`src/rtl/clk_freq_monitor.sv`:
```
// ---------------------------------------------------------------------------
// clk_freq_monitor : checks that mon_in toggles with the expected period in
//                    clk_in cycles, locks after a run of good periods.
// Revision 1.0
// ---------------------------------------------------------------------------
`default_nettype none

module clk_freq_monitor #(
  parameter int EXP_PERIOD = 8,
  parameter int TOL        = 0,
  parameter int GOOD_COUNT = 16,
  parameter int TIMEOUT    = 255
) (
  input  logic       clk_in,
  input  logic       reset_n,
  input  logic       mon_in,
  output logic       locked,
  output logic [7:0] period_last,
  output logic       period_valid,
  output logic       lost,
  output logic [7:0] err_count,
  output logic [1:0] state
);

  typedef enum logic [1:0] {
    SEARCH  = 2'd0,
    MEASURE = 2'd1,
    LOCKED  = 2'd2
  } state_t;

  localparam int          LO_RAW    = EXP_PERIOD - TOL;
  localparam int unsigned WIN_LO    = (LO_RAW < 1) ? 32'd1 : 32'(LO_RAW);
  localparam int unsigned WIN_HI    = 32'(EXP_PERIOD + TOL);
  localparam logic [7:0]  TO_LAST   = 8'(TIMEOUT - 1);
  localparam int          GW        = $clog2(GOOD_COUNT + 1);
  localparam logic [GW-1:0] GOOD_LAST = GW'(GOOD_COUNT - 1);

  logic          sync1_q, sync2_q, prev_q;
  logic [7:0]    cnt_q, cnt_d;
  logic [GW-1:0] good_q;
  state_t        state_q;
  logic          locked_q, valid_q, lost_q;
  logic [7:0]    period_last_q, err_q, err_d;

  logic          edge_pulse;
  logic [7:0]    meas;
  logic          in_window;
  logic          timeout_hit;

  assign edge_pulse  = sync2_q & ~prev_q;
  assign meas        = (cnt_q == 8'hFF) ? 8'hFF : cnt_q + 8'd1;
  assign in_window   = ({24'd0, meas} >= WIN_LO) && ({24'd0, meas} <= WIN_HI);
  assign timeout_hit = (cnt_q == TO_LAST);
  assign cnt_d       = edge_pulse ? 8'd0 : ((cnt_q == 8'hFF) ? 8'hFF : cnt_q + 8'd1);
  assign err_d       = (err_q == 8'hFF) ? 8'hFF : err_q + 8'd1;

  always_ff @(posedge clk_in) begin
    if (!reset_n) begin
      sync1_q       <= 1'b0;
      sync2_q       <= 1'b0;
      prev_q        <= 1'b0;
      cnt_q         <= 8'd0;
      good_q        <= '0;
      state_q       <= SEARCH;
      locked_q      <= 1'b0;
      valid_q       <= 1'b0;
      lost_q        <= 1'b0;
      period_last_q <= 8'd0;
      err_q         <= 8'd0;
    end else begin
      sync1_q <= mon_in;
      sync2_q <= sync1_q;
      prev_q  <= sync2_q;
      cnt_q   <= cnt_d;
      valid_q <= 1'b0;
      lost_q  <= 1'b0;
      case (state_q)
        SEARCH: begin
          if (edge_pulse) begin
            state_q <= MEASURE;
            good_q  <= '0;
          end
        end
        MEASURE, LOCKED: begin
          // An edge wins over a simultaneous timeout.
          if (edge_pulse) begin
            period_last_q <= meas;
            valid_q       <= 1'b1;
            if (in_window) begin
              if (state_q == MEASURE) begin
                good_q <= good_q + GW'(1);
                if (good_q == GOOD_LAST) begin
                  state_q  <= LOCKED;
                  locked_q <= 1'b1;
                end
              end
            end else begin
              good_q   <= '0;
              err_q    <= err_d;
              state_q  <= MEASURE;
              locked_q <= 1'b0;
            end
          end else if (timeout_hit) begin
            lost_q   <= 1'b1;
            state_q  <= SEARCH;
            locked_q <= 1'b0;
            err_q    <= err_d;
          end
        end
        default: state_q <= SEARCH;
      endcase
    end
  end

  assign locked       = locked_q;
  assign period_last  = period_last_q;
  assign period_valid = valid_q;
  assign lost         = lost_q;
  assign err_count    = err_q;
  assign state        = state_q;

endmodule

`default_nettype wire

```
`config.mk`:
```
export PLATFORM = sky130hd
export DESIGN_NAME = clk_freq_monitor
export DESIGN_NICKNAME = d
export VERILOG_FILES = /design/src/rtl/clk_freq_monitor.sv
export SDC_FILE = /design/constraint.sdc
export NUM_CORES = 1
export LEC_CHECK = 0
export BUFFER_PORTS_ARGS = -buffer_cell sky130_fd_sc_hd__buf_4
export CAP_MARGIN = 5
export CORE_MARGIN = 3
export CORE_UTILIZATION = 55
export DETAILED_ROUTE_END_ITERATION = 8
export GPL_ROUTABILITY_DRIVEN = 1
export PLACE_DENSITY = 0.81
export SETUP_SLACK_MARGIN = 0.5
export SYNTH_ARGS = -nofsm -noshare
export SYNTH_HDL_FRONTEND = slang
export SYNTH_SLANG_ARGS = --single-unit
```
`constraint.sdc`:
```
create_clock -name clk_in -period 5.3 [get_ports clk_in]
set_clock_uncertainty 0.1 [all_clocks]
set_input_delay 0.53 -clock clk_in [delete_from_list [all_inputs] [get_ports clk_in]]
set_output_delay 0.53 -clock clk_in [all_outputs]
set_load 0.01 [all_outputs]
```
# --- After elaboration in Yosys (flattened, before gate mapping) ---
# Index checks and enable logic that the tools add are counted.
classes:
  add_sub_neg: 3
  n_lt_le_gt_ge: 2
  eq_ne: 15
  n_mux: 24
  bitwise_logic: 4
  n_reduce_logical: 13
ops:
  columns: ["operator", "count"]
  rows:
  - ["8-bit 2-to-1 mux", 5]
  - ["8-bit == test, second input constant", 3]
  - ["5-bit 2-to-1 mux", 4]
  - ["8-bit by 1-bit adder with 8-bit output, second input constant", 2]
  - ["2-bit 2-to-1 mux", 6]
  - ["4-bit AND reduction", 3]
  - ["5-bit case mux with 2 select lines", 1]
  - ["8-bit by 4-bit >= comparator with 1-bit output, second input constant", 1]
  - ["8-bit by 4-bit <= comparator with 1-bit output, second input constant", 1]
  - ["4-bit inequality test, second input constant", 2]
  - ["1-bit 2-to-1 mux", 7]
  - ["2-bit inequality test, second input constant", 3]
  - ["3-bit by 2-bit inequality test with 1-bit output, second input constant", 2]
  - ["3-bit inequality test, second input constant", 2]
  - ["5-bit by 1-bit adder with 5-bit output, second input constant", 1]
  - ["5-bit by 4-bit == test with 1-bit output, second input constant", 1]
  - ["2-bit case mux with 2 select lines", 1]
  - ["2-bit AND reduction", 2]
  - ["2-bit nonzero test", 2]
  - ["2-bit OR reduction", 2]
  - ["1-bit inverter", 3]
  - ["3-bit AND reduction", 1]
  - ["3-bit OR reduction", 1]
  - ["2-bit by 1-bit == test with 1-bit output, second input constant", 1]
  - ["4 further kinds", 4]
totals:
  ff_bits: 37
  in_bits: 3

# --- Depth between registers and ports, before layout ---
depth:
  depth_word: 7
  ltp_mapped: 8
  mapped_depth_nobuf: 8

# --- Worst setup path after synthesis ---
# Ideal clock, no wire load.
synth_path:
  path_kind: "reg2reg"
  startpoint: "reg cnt_q[0]"
  endpoint: "reg err_q[7] (netlist: err_count[7])"
  arrival_ns: 2.149
  required_time_ns: 5.084
  slack_ns: 2.935
  stages_incl_launch_ff: 9
  path_buffers: 1
  synth_period_minus_slack_ns: 2.365
  cell_sequence: "dfxtp_1 > ha_1 > and3_1 > mux2_1 > a2111oi_4 > a211oi_2 > buf_6 > a21oi_2 > and3b_1"
synth_via:
  elab_chain_cells: 6
  elab_cells_between_ends: 10
synth_lines:
  columns: ["element", "line_no", "rtl"]
  rows:
  - ["start, declared", "39", "logic [7:0] cnt_q, cnt_d;"]
  - ["start signal, assigned", "74", "cnt_q <= cnt_d;"]
  - ["8-bit by 1-bit adder with 8-bit output or 8-bit == test (tied branches)", "51", "assign meas = (cnt_q == 8'hFF) ? 8'hFF : cnt_q + 8'd1;"]
  - ["8-bit 2-to-1 mux", "51", null]
  - ["8-bit by 4-bit >= comparator with 1-bit output or 8-bit by 4-bit <= comparator with 1-bit output (tied branches)", "52", "assign in_window = ({24'd0, meas} >= WIN_LO) && ({24'd0, meas} <= WIN_HI);"]
  - ["1-bit logical AND", "52", null]
  - ["2-bit inequality test (no source line)", null, null]
  - ["3-bit AND reduction (no source line) (*)", null, null]
  - ["end signal, assigned", "99", "err_q <= err_d;"]
  - ["end signal, assigned", "107", "err_q <= err_d;"]
  - ["end, declared", "43", "logic [7:0] period_last_q, err_q, err_d;"]
# Every way passes the cells marked *; elsewhere a longest branch is shown, timed or not.
# A chain may end at the register's enable or synchronous reset.

# --- Worst setup path in the final report ---
layout_path:
  startpoint: "reg cnt_q[0]"
  endpoint: "reg err_q[5] (netlist: err_count[5])"
# The elaborated chain is that of the path after synthesis.

==> flow_summary.yaml <==
power:
  pwr-share-seq_pct: 49.4
  switching_share_pct: 23.6
  powerDensity_nw_per_um2: 281
  p_comb_share_pct: 9.2
  switchingPower_uw: 140
  ir_drop_uv: 214
  power_uw: 591
  power.leakage_uw: 0.000926
  pwr-share-clk_pct: 41.3
  internal_power_uw: 451
floorplan:
  start_util_pct: 58.7
  coreArea_um2: 3100
  die_h_um: 63.6
  die-area_um2: 4040
  die_w_um: 63.6
  pin_count: 24
  rows: 20
logic_synthesis:
  postSynthNetCount: 219
  synthFlopType: "dfxtp_1"
  syn-instance-count: 207
  yosys_warnings: 0
  ys_ff_latch: 37
  synth.distinct_cells: 45
  postSynthAreaPerCell_um2: 8.80
  async_flop_share_pct: 0
  syn_area_um2: 1820
  synth-seq-area-share_pct: 40.7
  synth_edf_count: 0
global_routing:
  grt_pass1_vias: 1416
  grt_use_total_pct: 18.9
  antenna_found_initial: 0
  grt_max_degree: 33
  grt_overflow: 0
  grt_pass1_wl_mm: 6.14
finish:
  finish.instance_area_um2: 2110
  n_antenna_cell: 0
  fin_nets: 241
  synthToLayoutAreaGrowth_pct: 15.6
  drive_gt1_share_pct: 16.1
timing:
  max_freq_ghz: 0.373
  period_share_pct: 50.6
  setup_viol: 0
  worst_pin_slew_ns: 0.822
  rsz0062_at_grt: "false"
  setup_tns_ns: 0
  fin_ws_ns: 2.62
  period_needed_ns: 2.68
  relSlewSlack_pct: 45.1
  whs_ns: 0.270
  finalMaxSlewViolations: 0
  hold_viol: 0
critical_path:
  path_class: "flop to flop"
  path_max_fanout: 13
  cp.arrival_ns: 2.83
  end_kind: "flop"
  required_ns: 5.45
  startpoint_type: "flop"
placement:
  place_area_um2: 2000
  io_buffers: 23
  dp_hpwl_mm: 2.49
  gp_congestion: 0.844
  post-place-ws_ns: 2.67
clock_network:
  cts_tree: "yes"
  cts_buffers: 5
  clock_latency_ns: 0.35
  cts.htree.levels: 2
  cts_setup_buffers: 0
  cts_sinks: 37
  post_cts_resized: 0
  postCtsHoldBufs: 0
  cts_buffer_depth: 2
  cts_root_buf: "clkbuf_4"
  clkTransAtPathRegs_ns: 0.12
route:
  viasPerCell: 5.60
  first_iter_violations: 75
  antenna_left: 0
  routed_wl_mm: 3.54
  wl_per_cell_um: 12.9
  drtPass1Iterations: 4
  vias: 1534
  drc: 0
run_status:
  outcome: "complete, no violations"
run:
  cap_viol_max_count: 0
hold_path:
  min_path_type: "input port to flop"
[cell families after synthesis]
logic type	share of synthesized area, %
mux	2.82
flops	40.7
fa+ha+maj	6.18
buf+inv	4.60
xor+xnor	0.962
compound gates	19.0
simple gates	25.8
[critical path: stages (launching register included)]
cell       delay, ns
dfxtp_1         0.45
ha_1            0.33
and3_1          0.29
mux2_1          0.24
a2111oi_4       0.07
a211oi_2        0.72
nand4_1         0.16
and3_1          0.22
[routing by layer]
| metal | global-route usage (%) | share of wire (%) | routed length, um | up-vias |
|---|---|---|---|---|
| met5 | 0 | 0 | 0 | - |
| met4 | 7.01 | 1.2 | 42 | 0 |
| met3 | 5.35 | 3.6 | 129 | 6 |
| met2 | 31.0 | 47 | 1650 | 24 |
| met1 | 23.3 | 48 | 1710 | 720 |
| li1 | - | - | - | 784 |
[through the flow]
stage / cells / util [%]
floorplan: 207 / -
global placement: 266 / 64.6
detailed placement: 266 / 64.6
CTS: 274 / 67.9
global route: 274 / 67.9
finish: 274 / 67.9
[final timing paths]
check        startpoint           end  slack (ns)  cells after the start
max            cnt_q[0]  err_count[5]        2.62                      7
min              mon_in       sync1_q        0.27                      2
max reg2reg    cnt_q[0]  err_count[5]        2.62                      7
min reg2reg     sync1_q       sync2_q        0.36                      1
[cell usage after synthesis, types with 3 or more instances]
cell | n | area [um^2]
a21oi_1 | 6 | 30.0
dfxtp_1 | 37 | 741
and2_1 | 8 | 50.1
clkbuf_1 | 4 | 15.0
nand2_1 | 21 | 78.8
nor2_1 | 18 | 67.6
nand4_1 | 5 | 31.3
mux2i_1 | 4 | 40.0
o21ai_0 | 12 | 60.1
ha_1 | 9 | 113
nor2b_1 | 4 | 25.0
a21o_1 | 3 | 22.5
o211a_1 | 6 | 60.1
and3_1 | 8 | 50.1
nor3_1 | 3 | 15.0
inv_1 | 10 | 37.5
nand3_1 | 15 | 75.1
[cells in the final DEF (no fill, tap or decap), types with 3 or more instances in the layout]
cell type	netlist	layout
and2_1	8	8
and3_1	8	8
clkbuf_4	0	5
o211a_1	6	6
a21oi_1	6	6
a21o_1	3	3
nor2b_1	4	4
dfxtp_1	37	37
nand3_1	15	15
nor2_1	18	18
o21ai_0	12	12
buf_4	0	23
nand4_1	5	5
nor3_1	3	3
mux2i_1	4	4
ha_1	9	9
inv_1	10	10
nand2_1	21	21
[registers in the layout (all words and copies together), names as in the netlist]
signal,flops
prev_q,1
good_q,5
state,2
err_count,8
period_last,8
locked,1
sync2_q,1
sync1_q,1
period_valid,1
cnt_q,8
lost,1
[cell type report]
class | instances | area (um^2)
tap | 44 | 55.1
fill | 266 | 997
clock buffer | 5 | 37.5
clock inverter | 3 | 65.1
multi-input combinational | 152 | 997
sequential | 37 | 741
inverter | 10 | 37.5
timing repair buffer | 23 | 173
[power groups by stage]
| stage | Combinational [uW] | Clock [uW] | Sequential, uW |
|---|---|---|---|
| 2_1_floorplan | 37.5 | 0 | 298 |
| 3_3_place_gp | 53.4 | 0 | 297 |
| 3_5_place_dp | 54.4 | 0 | 298 |
| 4_1_cts | 54.7 | 248 | 292 |
| 5_1_grt | 61.8 | 259 | 293 |
| 6_report | 54.6 | 244 | 292 |
No activity file was read; power rests on OpenSTA's default activity.
